**src/rtl/uart_tx_fifo_drain_pkg.sv**
```systemverilog
// Shared definitions for the UART transmit engine that drains the async TX FIFO.
// State encodings, default bit period and a frame-length helper.
package uart_tx_fifo_drain_pkg;

    typedef enum logic [2:0] {
        ST_IDLE   = 3'd0,
        ST_POP    = 3'd1,
        ST_LOAD   = 3'd2,
        ST_START  = 3'd3,
        ST_DATA   = 3'd4,
        ST_PARITY = 3'd5,
        ST_STOP   = 3'd6
    } tx_state_e;

    // 100 MHz read clock at 115200 baud
    localparam int DEFAULT_CLKS_PER_BIT = 868;

    function automatic int frame_bits(input int width, input int parity_en, input int stop_bits);
        return 1 + width + parity_en + stop_bits;
    endfunction

endpackage

```
**src/rtl/uart_tx_fifo_drain_baud_cnt.sv**
```systemverilog
// Bit-period counter: counts 0..CLKS_PER_BIT-1 while enabled, held at 0 by clear.
// tick is high in the last cycle of each bit period.
module uart_tx_fifo_drain_baud_cnt #(
    parameter int CLKS_PER_BIT = 868
) (
    input  logic clk,
    input  logic rst,
    input  logic clear,
    output logic tick
);
    localparam int CW = (CLKS_PER_BIT > 1) ? $clog2(CLKS_PER_BIT) : 1;
    localparam logic [CW-1:0] LAST = CW'(CLKS_PER_BIT - 1);

    logic [CW-1:0] cnt;

    always_ff @(posedge clk or posedge rst) begin
        if (rst) begin
            cnt <= '0;
        end else if (clear || cnt == LAST) begin
            cnt <= '0;
        end else begin
            cnt <= cnt + 1'b1;
        end
    end

    assign tick = !clear && (cnt == LAST);

endmodule

```
**src/rtl/uart_tx_fifo_drain.sv**
```systemverilog
// UART transmitter on the read side of the TX FIFO: pops one byte per frame and
// serialises it LSB first with optional parity and 1 or 2 stop bits.
module uart_tx_fifo_drain
    import uart_tx_fifo_drain_pkg::*;
#(
    parameter int WIDTH        = 8,
    parameter int CLKS_PER_BIT = DEFAULT_CLKS_PER_BIT,
    parameter int PARITY_EN    = 0,
    parameter int PARITY_ODD   = 0,
    parameter int STOP_BITS    = 1
) (
    input  logic             rclk,
    input  logic             rrst,
    input  logic             tx_en,
    input  logic             empty,
    input  logic [WIDTH-1:0] rdata,
    output logic             rinc,
    output logic             tx,
    output logic             busy,
    output tx_state_e        state
);
    localparam int IDX_MAX = (WIDTH > STOP_BITS) ? WIDTH : STOP_BITS;
    localparam int BW      = (IDX_MAX > 1) ? $clog2(IDX_MAX) : 1;
    localparam logic [BW-1:0] LAST_DATA = BW'(WIDTH - 1);
    localparam logic [BW-1:0] LAST_STOP = BW'(STOP_BITS - 1);
    localparam logic ODD_BIT = (PARITY_ODD != 0);

    logic [WIDTH-1:0] shifter;
    logic [BW-1:0]    bit_idx;
    logic             par;
    logic             tick;
    logic             baud_clear;

    // The bit period starts counting on the edge that drives the start bit.
    assign baud_clear = (state == ST_IDLE) || (state == ST_POP) || (state == ST_LOAD);
    assign rinc       = (state == ST_POP);

    uart_tx_fifo_drain_baud_cnt #(
        .CLKS_PER_BIT(CLKS_PER_BIT)
    ) u_baud (
        .clk  (rclk),
        .rst  (rrst),
        .clear(baud_clear),
        .tick (tick)
    );

    always_ff @(posedge rclk or posedge rrst) begin
        if (rrst) begin
            state   <= ST_IDLE;
            tx      <= 1'b1;
            busy    <= 1'b0;
            shifter <= '0;
            par     <= 1'b0;
            bit_idx <= '0;
        end else begin
            case (state)
                ST_IDLE: begin
                    if (tx_en && !empty) begin
                        state <= ST_POP;
                        busy  <= 1'b1;
                    end
                end
                ST_POP: state <= ST_LOAD;
                ST_LOAD: begin
                    // rdata was registered by the FIFO on the POP edge
                    shifter <= rdata;
                    par     <= (^rdata) ^ ODD_BIT;
                    bit_idx <= '0;
                    tx      <= 1'b0;
                    state   <= ST_START;
                end
                ST_START: begin
                    if (tick) begin
                        tx      <= shifter[0];
                        shifter <= shifter >> 1;
                        state   <= ST_DATA;
                    end
                end
                ST_DATA: begin
                    if (tick) begin
                        if (bit_idx == LAST_DATA) begin
                            bit_idx <= '0;
                            if (PARITY_EN != 0) begin
                                tx    <= par;
                                state <= ST_PARITY;
                            end else begin
                                tx    <= 1'b1;
                                state <= ST_STOP;
                            end
                        end else begin
                            bit_idx <= bit_idx + 1'b1;
                            tx      <= shifter[0];
                            shifter <= shifter >> 1;
                        end
                    end
                end
                ST_PARITY: begin
                    if (tick) begin
                        tx    <= 1'b1;
                        state <= ST_STOP;
                    end
                end
                ST_STOP: begin
                    if (tick) begin
                        if (bit_idx == LAST_STOP) begin
                            bit_idx <= '0;
                            busy    <= 1'b0;
                            state   <= ST_IDLE;
                        end else begin
                            bit_idx <= bit_idx + 1'b1;
                        end
                    end
                end
                default: begin
                    tx    <= 1'b1;
                    busy  <= 1'b0;
                    state <= ST_IDLE;
                end
            endcase
        end
    end

endmodule

```
**config.mk**
```make
export PLATFORM = sky130hd
export DESIGN_NAME = uart_tx_fifo_drain
export DESIGN_NICKNAME = d
export VERILOG_FILES = /design/src/rtl/uart_tx_fifo_drain_pkg.sv /design/src/rtl/uart_tx_fifo_drain_baud_cnt.sv /design/src/rtl/uart_tx_fifo_drain.sv
export SDC_FILE = /design/constraint.sdc
export NUM_CORES = 1
export LEC_CHECK = 0
export BUFFER_PORTS_ARGS = -buffer_cell sky130_fd_sc_hd__buf_4
export CAP_MARGIN = 5
export CELL_PAD_IN_SITES_DETAIL_PLACEMENT = 0
export CELL_PAD_IN_SITES_GLOBAL_PLACEMENT = 1
export CORE_MARGIN = 2
export CORE_UTILIZATION = 23
export DETAILED_ROUTE_END_ITERATION = 6
export GPL_ROUTABILITY_DRIVEN = 0
export PLACE_DENSITY_LB_ADDON = 0.1
export SLEW_MARGIN = 10
export SYNTH_ARGS = -nofsm -noshare
export SYNTH_HDL_FRONTEND = slang
export SYNTH_HIERARCHICAL = 1
export SYNTH_SLANG_ARGS = --single-unit
```
**constraint.sdc**
```tcl
create_clock -name rclk -period 2.45 [get_ports rclk]
set_input_delay 0.49 -clock rclk [delete_from_list [all_inputs] [get_ports rclk]]
set_output_delay 0.49 -clock rclk [all_outputs]
set_load 0.05 [all_outputs]
```
==> results.cfg, run 1 <==
[route]
detailroute.wirelength.met3_um = 127
drtAntennaViolNets = 0
drt_first_pass_iters = 5
top_signal_layer_used = met4
routedLengthMet1_um = 1710
via_count = 1302
drt_first_iter_violations = 65
drc_errors = 0
vias_per_cell = 4.88
route.detailed.wl_per_inst_um = 14.4
met2RoutedLength_um = 1940
route.final.wire_length_um = 3830

[yosys]
post_synth_and_or_nand_nor_area_fraction = 0.228
synth.lib_cells_used.distinct = 53
synth_top_family_by_area = simple AND/OR/NAND/NOR gates
post-synth-top-area-cell = sky130_fd_sc_hd__dfrtp_1
seq_area_frac_synth = 0.408
post_synth_fa_ha_maj_area_fraction = 0.0391
synth.area.mux_share = 0.0376
synthCells = 171
yosysWarnings = 6
synth_edf_count = 0
synth_area_sq_um = 1600
synth-seq-cells = 26
synth_top_area_share = 0.391
synth_area_leaders = sky130_fd_sc_hd__dfrtp_1 39%, sky130_fd_sc_hd__ha_1 3.9%, sky130_fd_sc_hd__a21oi_1 3.8%, sky130_fd_sc_hd__mux2i_1 3.8%, sky130_fd_sc_hd__nor2_1 3.1%
synthesis.nets = 188
synthXorXnorAreaFrac = 0.0164
syn_avg_cell_area_sq_um = 9.35
yosys_most_used_dff = sky130_fd_sc_hd__dfrtp_1
synth_async_sr_flop_share = 1.00
synth_compound_area_frac = 0.215

[placed_design]
place_area_sq_um = 1810
io_buffers = 17
place.detailed.hpwl_um = 2860
placedCellCount = 263

[layout]
layout-area-overhead-vs-synth_pct = 16.8
final-seq-area_sq_um = 654
fillerInstances = 735
post_route_cells_drive_above_1_share = 0.235
final-instance-count-excl-fill = 267
final_net_count = 205
stdcell_area_sq_um = 1870
antenna_cells = 0
multi_input_comb_area_sq_um = 863

[worst_setup_path]
worst_r2r_startpoint = u_baud/cnt[0]$_DFF_PP0_
worstRegToRegCells = 10
crit_path_end_kind = flop
worst_ep_required_time_ps = 2660
criticalPathCategory = reg2reg
timing.critical_path.fanout_max = 15
critPathArrivalTime_ps = 2330
timing.rr.end = shifter[4]$_DFFE_PP0P_
ff2ff_setup_slack_ps = 320
cp-start-kind = flop

[die]
start_util = 0.237
core-area_sq_um = 6760
die_width_um = 87.4
die_area_sq_um = 7640
rows = 30
floorplan.die.height_um = 87.4
design.portCount = 18

[clock_network]
tritoncts_clock_tree = built
numClockSinks = 26
cts.clk_slew.worst_paths_ps = 100
number_of_buffers_inserted_by_hold_repair_at_cts = 0
cts.root.buffer_cell = sky130_fd_sc_hd__clkbuf_8
cts-buffers-inserted = 3
post_cts_resized = 0
cts_max_path_buffers = 2
worstSkewPairLatency_ps = 280
post_cts_setup_buffer_count = 0
maximum_level_of_the_cts_h_tree = 1

[status]
outcome = finished clean

[global_routing]
gr-usage-all-layers = 0.107
first_pass_grt_wire_length_um = 6470
number_of_antenna_violations_at_the_first_check_in_global_routing = 0
grt_max_degree = 21
first_global_vias = 1387
grt_overflow_total = 0

[sta]
finalSetupViolCount = 0
post-route-min-period_ps = 2130
rsz0062_at_grt = false
fin_worst_hold_slack_ps = 197
clock_skew_ps = 12.3
timing_hold_violations_final = 0
tns_ps = 0
fin_crit_sh = 0.868
worst_slew_pin_slew_ps = 683
report.final.slew_viol_count = 0
maxClockFrequency_mhz = 470
slew_headroom = 0.544

[power]
switchingPower_uw = 169
design_power_total_uw = 767
ir_drop_mv = 0.195
power.combinational.fraction = 0.046
seq_power_share = 0.574
power_report.internal_total_uw = 598
p_leak_nw = 0.786
power.share.switching = 0.221
clockPowerShare = 0.380
pwr_density_cell_nw_per_um2 = 411

[min_path]
worst_hold_path_type = in2async

[flow_run]
maxCapViolations = 0
-- cell families after synthesis --
family,after synthesis
xor gates and xnor gates,3
adders and majority gates,5
muxes,6
buffers and inverters,19
AOI/OAI and AO/OA,50
and+or+nand+nor,62
DFF,26
-- stage by stage --
step | utilization | worst slack (ps)
final | 0.276 | 325
after detailed placement | 0.268 | 316
after global routing | 0.276 | 68.9
after floorplan | - | 22.6
after CTS | 0.276 | 286
after global placement | 0.268 | 367
-- synthesized netlist by cell type (2+ instances only) --
library cell	instances
sky130_fd_sc_hd__a21oi_1	12
sky130_fd_sc_hd__a21oi_2	4
sky130_fd_sc_hd__a22o_1	2
sky130_fd_sc_hd__a31oi_1	4
sky130_fd_sc_hd__a32oi_1	2
sky130_fd_sc_hd__buf_1	2
sky130_fd_sc_hd__buf_2	2
sky130_fd_sc_hd__buf_4	2
sky130_fd_sc_hd__clkbuf_1	2
sky130_fd_sc_hd__dfrtp_1	25
sky130_fd_sc_hd__ha_1	5
sky130_fd_sc_hd__inv_1	9
sky130_fd_sc_hd__mux2i_1	6
sky130_fd_sc_hd__nand2_1	10
sky130_fd_sc_hd__nand2b_1	3
sky130_fd_sc_hd__nand3_1	6
sky130_fd_sc_hd__nand4_1	3
sky130_fd_sc_hd__nand4bb_1	2
sky130_fd_sc_hd__nor2_1	13
sky130_fd_sc_hd__nor2_2	4
sky130_fd_sc_hd__nor2b_1	4
sky130_fd_sc_hd__nor3_1	2
sky130_fd_sc_hd__o21ai_0	9
sky130_fd_sc_hd__o21ai_1	4
sky130_fd_sc_hd__o31ai_1	2
sky130_fd_sc_hd__or3_1	4
sky130_fd_sc_hd__xor2_1	2
-- placed cells by master, fill, tap and decap left out, drive strengths merged, types with 3 or more instances in the layout --
cell type / instances
a21oi: 17
a31oi: 4
buf: 21
clkbuf: 4
dfrtp: 25
ha: 5
inv: 10
mux2i: 6
nand2: 10
nand2b: 4
nand3: 6
nand4: 3
nor2: 18
nor2b: 4
o21ai: 13
or3: 4
-- worst max path at each step --
stage	startpoint	endpoint	slack, ps	cells after the start
global route	u_baud/cnt[0]$_DFF_PP0_	shifter[4]$_DFFE_PP0P_	70	10
floorplan	state[1]$_DFFE_PP0P_	bit_idx[0]$_DFFE_PP0P_	20	8
global placement	u_baud/cnt[0]$_DFF_PP0_	shifter[5]$_DFFE_PP0P_	370	10
finish	u_baud/cnt[0]$_DFF_PP0_	shifter[4]$_DFFE_PP0P_	320	10
CTS	u_baud/cnt[0]$_DFF_PP0_	shifter[4]$_DFFE_PP0P_	290	10
detailed placement	u_baud/cnt[0]$_DFF_PP0_	shifter[6]$_DFFE_PP0P_	320	10
-- final cells by class --
type | instances | share of cell area
sequential | 26 | 0.350
clock buffer | 4 | 0.0295
inverter | 10 | 0.0201
multi-input combinational | 126 | 0.462
timing repair buffer | 21 | 0.0844
tap | 80 | 0.0536
-- worst max-delay path, stage by stage (launching register included) --
cell and delay (ps):
sky130_fd_sc_hd__dfrtp_1 440, sky130_fd_sc_hd__ha_1 280, sky130_fd_sc_hd__and4bb_1 260, sky130_fd_sc_hd__nand4_1 100
sky130_fd_sc_hd__nor2_1 90, sky130_fd_sc_hd__buf_4 200, sky130_fd_sc_hd__nand4bb_1 130, sky130_fd_sc_hd__o211ai_2 150
sky130_fd_sc_hd__buf_4 210, sky130_fd_sc_hd__nor2_1 60, sky130_fd_sc_hd__a21oi_1 130
-- state kept, by name (all words and copies together), names as in the netlist --
| name | flops |
|---|---|
| shifter | 8 |
| state | 3 |
| u_baud/cnt | 10 |
| bit_idx | 3 |
| tx | 1 |
| busy | 1 |
-- layer usage --
| layer | track usage | up-vias |
|---|---|---|
| li1 | - | 650 |
| met1 | 0.125 | 630 |
| met2 | 0.193 | 16 |
| met3 | 0.0227 | 6 |
| met4 | 0.0336 | 0 |
| met5 | 0 | - |
-- power by group through the flow --
stage | combinational [mW] | clock (mW) | sequential, mW
5_1_grt | 0.0420 | 0.326 | 0.441
4_1_cts | 0.0369 | 0.310 | 0.440
3_5_place_dp | 0.0370 | 0 | 0.449
6_report | 0.0354 | 0.291 | 0.440
3_3_place_gp | 0.0362 | 0 | 0.448
2_1_floorplan | 0.0175 | 0 | 0.447
No activity file was read; power rests on OpenSTA's default activity.
==> run 2, diff against run 1 <==
- RECOVER_POWER: unset -> 100
- SLEW_MARGIN: 10 -> unset
- clock period: 2.45 -> 1.7 ns (I/O delays scaled with it)
==> results.cfg, run 2 (synthesized netlist as in run 1, its figures left out) <==
[status]
outcome = finished, violations left
violations_in_the_final_reports = setup timing

[global_routing]
grt_overflow_total = 0
first_global_vias = 1505
grt_util_met1 = 0.146
grt_max_degree = 17
gr-usage-all-layers = 0.116
first_pass_grt_wire_length_um = 7000
use_met3 = 0.0180
number_of_antenna_violations_at_the_first_check_in_global_routing = 0
grt_most_used_layer = met2
grt_util_met2 = 0.199

[clock_network]
maximum_level_of_the_cts_h_tree = 1
cts.clk_slew.worst_paths_ps = 100
tritoncts_clock_tree = built
cts_max_path_buffers = 2
cts.root.buffer_cell = sky130_fd_sc_hd__clkbuf_8
numClockSinks = 26
worstSkewPairLatency_ps = 280
cts-buffers-inserted = 3

[layout]
post_route_cells_drive_above_1_share = 0.436
most_frequent_cells_in_the_layout = 46 x sky130_fd_sc_hd__buf_4, 21 x sky130_fd_sc_hd__dfrtp_1, 11 x sky130_fd_sc_hd__nor2_1
antenna_cells = 0
final_core_util = 0.343
max_flop_register = u_baud/cnt
final_net_count = 243
largestRegisters = u_baud/cnt x10, shifter x8
layout-area-overhead-vs-synth_pct = 45.1
final_common_cell = sky130_fd_sc_hd__buf_4
stdcell_area_sq_um = 2320
flip_flop_count_of_the_largest_register_after_layout = 10

[placed_design]
io_buffers = 17
place.detailed.hpwl_um = 3010
place_area_sq_um = 2060

[die]
rows = 30
start_util = 0.237
die_width_um = 87.4
core-area_sq_um = 6760
die_area_sq_um = 7640
design.portCount = 18
floorplan.die.height_um = 87.4

[sta]
setup_slack_of_the_critical_path_after_layout_ps = -217
post-route-min-period_ps = 1920
finalSetupViolCount = 16
worst_slew_pin_slew_ps = 981
clock_skew_ps = 2.31
maxClockFrequency_mhz = 522
slew_headroom = 0.346
report.final.slew_viol_count = 0
fin_crit_sh = 1.13
timing_hold_violations_final = 0
rsz0062_at_grt = true

[power]
p_leak_nw = 0.984
ir_drop_mv = 0.266
pwr_density_cell_nw_per_um2 = 527

[worst_setup_path]
timing.critical_path.fanout_max = 5
crit_path_end_kind = flop
worstRegToRegCells = 9
worst_ep_required_time_ps = 1880
cp-start-kind = flop
critPathArrivalTime_ps = 2100
criticalPathCategory = reg2reg

[route]
route.detailed.wl_per_inst_um = 14.0
drc_errors = 0
drtAntennaViolNets = 0
drt_first_iter_violations = 48
drt_first_pass_iters = 4
via_count = 1492
vias_per_cell = 4.89
route.final.wire_length_um = 4260

[min_path]
worst_hold_path_type = in2async

[flow_run]
maxCapViolations = 0
==> run 2: final cells by class <==
type | count | area (sq um)
multi-input combinational | 126 | 963
inverter | 10 | 41.3
tap | 80 | 100
clock inverter | 1 | 30.0
sequential | 26 | 657
clock buffer | 3 | 41.3
fill | 723 | 4440
timing repair buffer | 59 | 487
==> run 2: stage by stage <==
step / hold slack [ps] / TNS (ps) / total power [mW] / worst slack (ps) / std cells
after global routing: 75.6 / -3870 / 1.29 / -298 / 305
final: 51.8 / -2270 / 1.22 / -217 / 305
after floorplan: 180 / -1080 / 0.671 / -129 / 171
after global placement: 360 / -931 / 0.701 / -121 / 289
after CTS: 59.8 / -1540 / 1.24 / -175 / 296
after detailed placement: 374 / -1540 / 0.703 / -174 / 289
==> run 2: path summary, 6_finish.rpt <==
check	to	start	slack [ps]
worst max-delay path	bit_idx[0]$_DFFE_PP0P_	u_baud/cnt[1]$_DFF_PP0_	-220
worst min-delay path	u_baud/cnt[8]$_DFF_PP0_	rrst	50
worst max register to register	bit_idx[0]$_DFFE_PP0P_	u_baud/cnt[1]$_DFF_PP0_	-220
worst min register to register	shifter[2]$_DFFE_PP0P_	shifter[2]$_DFFE_PP0P_	530
max in group asynchronous	state[1]$_DFFE_PP0P_	rrst	690
min in group rclk	shifter[7]$_DFFE_PP0P_	rdata[7]	310
==> run 2: timing repair <==
action,in CTS,in global routing
setup buffers,3,9
hold buffers,0,0
gates resized for setup,5,25
pin swaps,2,7
setup endpoints to repair,17,17
==> run 2: critical path: stages, from the launching register on <==
cell	delay (ps)
sky130_fd_sc_hd__dfrtp_1	400
sky130_fd_sc_hd__ha_4	140
sky130_fd_sc_hd__and4bb_1	220
sky130_fd_sc_hd__nand4_1	130
sky130_fd_sc_hd__nor2_4	160
sky130_fd_sc_hd__buf_6	110
sky130_fd_sc_hd__buf_6	100
sky130_fd_sc_hd__inv_2	30
sky130_fd_sc_hd__or4_4	430
sky130_fd_sc_hd__o311ai_4	100
==> run 2: report_power, final <==
part / internal (mW) / leakage (nW) / switching, mW / total, mW
combinational: 0.0286 / 0.652 / 0.0285 / 0.0571
clock: 0.315 / 0.0357 / 0.216 / 0.531
sequential: 0.628 / 0.297 / 0.00635 / 0.634
total: 0.972 / 0.984 / 0.250 / 1.22
==> run 2: metal layers <==
metal / share of wire / wire length [um] / up-vias
met5: 0 / 0 / -
met4: 0.014 / 59 / 0
met2: 0.50 / 2120 / 27
li1: - / - / 724
met3: 0.029 / 124 / 6
met1: 0.46 / 1950 / 735
==> run 3, diff against run 2 <==
- SYNTH_HIERARCHICAL: 1 -> unset
==> results.cfg, run 3 <==
[sta]
worst_slew_pin_slew_ps = 717
timing_hold_violations_final = 0
clock_skew_ps = 2.74
fin_crit_sh = 1.08
report.final.slew_viol_count = 0
fin_worst_hold_slack_ps = 248
rsz0062_at_grt = true
finalSetupViolCount = 12
post-route-min-period_ps = 1840
setup_slack_of_the_critical_path_after_layout_ps = -141
maxClockFrequency_mhz = 543
slew_headroom = 0.522

[clock_network]
number_of_buffers_inserted_by_hold_repair_at_cts = 0
maximum_level_of_the_cts_h_tree = 1
cts-buffers-inserted = 3
cts_max_path_buffers = 2
cts.root.buffer_cell = sky130_fd_sc_hd__clkbuf_8
worstSkewPairLatency_ps = 270
cts.clk_slew.worst_paths_ps = 100
numClockSinks = 26
tritoncts_clock_tree = built

[power]
p_leak_nw = 0.997
design_power_total_mw = 1.22
pwr_density_cell_nw_per_um2 = 567
ir_drop_mv = 0.251

[route]
drc_errors = 0
drtAntennaViolNets = 0
vias_per_cell = 4.59
route.detailed.wl_per_inst_um = 13.5
drt_first_iter_violations = 63
via_count = 1271
drt_first_pass_iters = 4
route.final.wire_length_um = 3750

[yosys]
synth_edf_count = 0
yosysWarnings = 0
post-synth-top-area-cell = sky130_fd_sc_hd__dfrtp_1
synth_area_sq_um = 1500
synthMostInstantiatedCell = sky130_fd_sc_hd__dfrtp_1
synth.lib_cells_used.distinct = 42
synthCells = 145
synth_top_area_share = 0.418
syn_avg_cell_area_sq_um = 10.3
synthesis.nets = 161
seq_area_frac_synth = 0.436
yosys-top-cells-count = 25 x sky130_fd_sc_hd__dfrtp_1, 19 x sky130_fd_sc_hd__nor2_1, 16 x sky130_fd_sc_hd__mux2_2
synth_area_leaders = sky130_fd_sc_hd__dfrtp_1 42%, sky130_fd_sc_hd__mux2_2 12%, sky130_fd_sc_hd__nor2_1 4.8%, sky130_fd_sc_hd__ha_1 3.3%, sky130_fd_sc_hd__inv_1 2.5%
synth-seq-cells = 26
yosys_most_used_dff = sky130_fd_sc_hd__dfrtp_1
synth_async_sr_flop_share = 1.00

[layout]
final-instance-count-excl-fill = 277
final_net_count = 217
fillerInstances = 668
max_flop_register = u_baud.cnt
post_route_cells_drive_above_1_share = 0.460
final_common_cell = sky130_fd_sc_hd__buf_4
largestRegisters = u_baud.cnt x10, shifter x8
flip_flop_count_of_the_largest_register_after_layout = 10
most_frequent_cells_in_the_layout = 48 x sky130_fd_sc_hd__buf_4, 23 x sky130_fd_sc_hd__dfrtp_1, 18 x sky130_fd_sc_hd__nor2_1
antenna_cells = 0
layout-area-overhead-vs-synth_pct = 44.5

[worst_setup_path]
worst_ep_required_time_ps = 1870
cp-start-kind = flop
cp-startpoint = u_baud.cnt[0]$_DFF_PP0_
critPathArrivalTime_ps = 2010
crit_path_end_kind = flop
ff2ff_setup_slack_ps = -140
worstRegToRegCells = 6
timing.rr.end = shifter[7]$_DFFE_PP0P_
worst_r2r_startpoint = u_baud.cnt[0]$_DFF_PP0_
criticalPathCategory = reg2reg
timing.critical_path.fanout_max = 8

[global_routing]
grt_overflow_total = 0
first_pass_grt_wire_length_um = 6250
first_global_vias = 1280
grt_max_degree = 27
gr-usage-all-layers = 0.110
number_of_antenna_violations_at_the_first_check_in_global_routing = 0

[min_path]
worst_hold_path_type = in2async

[status]
violations_in_the_final_reports = setup timing
outcome = finished, violations left

[flow_run]
maxCapViolations = 0

[die]
design.portCount = 18
rows = 29
floorplan.die.height_um = 84.6
die_area_sq_um = 7160
start_util = 0.237
die_width_um = 84.6
core-area_sq_um = 6310

[placed_design]
placedCellCount = 266
io_buffers = 17
place.detailed.hpwl_um = 2760
## run 3: cell count changes after synthesis, sizes merged, moves of 4 or more
cell	before	now
o21ai	13	3
mux2i	6	0
buf	7	3
nand2	10	5
a21oi	17	7
mux2	0	18
## run 3: layout make-up
cell class | instances | area [sq um] | share of cell area
inverters | 10 | 40.0 | 0.0185
multi-input cells | 104 | 855 | 0.395
repair buffers | 56 | 444 | 0.206
well taps | 77 | 96.3 | 0.0446
clock buffers | 3 | 41.3 | 0.0191
flip-flops and latches | 26 | 654 | 0.303
clock inverters | 1 | 30.0 | 0.0139
## run 3: worst max-delay path, stage by stage, from the launching register on
cell	delay, ps
sky130_fd_sc_hd__dfrtp_1	370
sky130_fd_sc_hd__ha_2	190
sky130_fd_sc_hd__nor3b_4	260
sky130_fd_sc_hd__a31oi_4	130
sky130_fd_sc_hd__o32ai_4	280
sky130_fd_sc_hd__buf_12	180
sky130_fd_sc_hd__mux2_2	330
## run 3: worst max path at each step
stage	slack (ps)	endpoint	cells past startpoint
final	-140	shifter[7]$_DFFE_PP0P_	6
after floorplan	-180	bit_idx[0]$_DFFE_PP0P_	5
after CTS	-150	bit_idx[0]$_DFFE_PP0P_	5
after detailed placement	-190	bit_idx[0]$_DFFE_PP0P_	5
after global routing	-200	shifter[0]$_DFFE_PP0P_	6
after global placement	-170	bit_idx[0]$_DFFE_PP0P_	5
## run 3: logic make-up after synthesis
logic type      count (synthesis)  synth area share
compound gates                 25             0.130
buf+inv                        15            0.0393
mux                            18             0.136
flops                          26             0.436
fa+ha+maj                       4            0.0335
simple gates                   50             0.185
xor+xnor                        7            0.0410
## run 3: layer usage
layer | global-route usage | vias to the layer above | wire, um
met5 | 0 | - | 0
met4 | 0.0346 | 0 | 33
met3 | 0.0177 | 2 | 99
met2 | 0.187 | 21 | 1780
met1 | 0.142 | 619 | 1840
li1 | - | 629 | -
## run 3: per-stage QoR
step	instance area, sq um	utilization	TNS (ps)	worst slack (ps)
after global placement	1980	0.314	-1330	-165
final	2160	0.342	-1210	-141
after detailed placement	1980	0.314	-1330	-187
after CTS	2090	0.332	-1330	-147
after global routing	2160	0.342	-2440	-199
after floorplan	1520	-	-1690	-177
## run 3: repair_timing
| action | in CTS | in global routing |
|---|---|---|
| setup buffers | 2 | 5 |
| pin swaps | 3 | 3 |
| endpoints found under the setup margin | 13 | 14 |
| resized for setup | 6 | 11 |
## run 3: report_power, final
| group | leakage, nW | switching, mW | internal (mW) |
|---|---|---|---|
| Combinational | 0.656 | 0.0232 | 0.0355 |
| Sequential | 0.305 | 0.00517 | 0.628 |
| Clock | 0.0357 | 0.218 | 0.315 |
| Total | 0.997 | 0.246 | 0.979 |
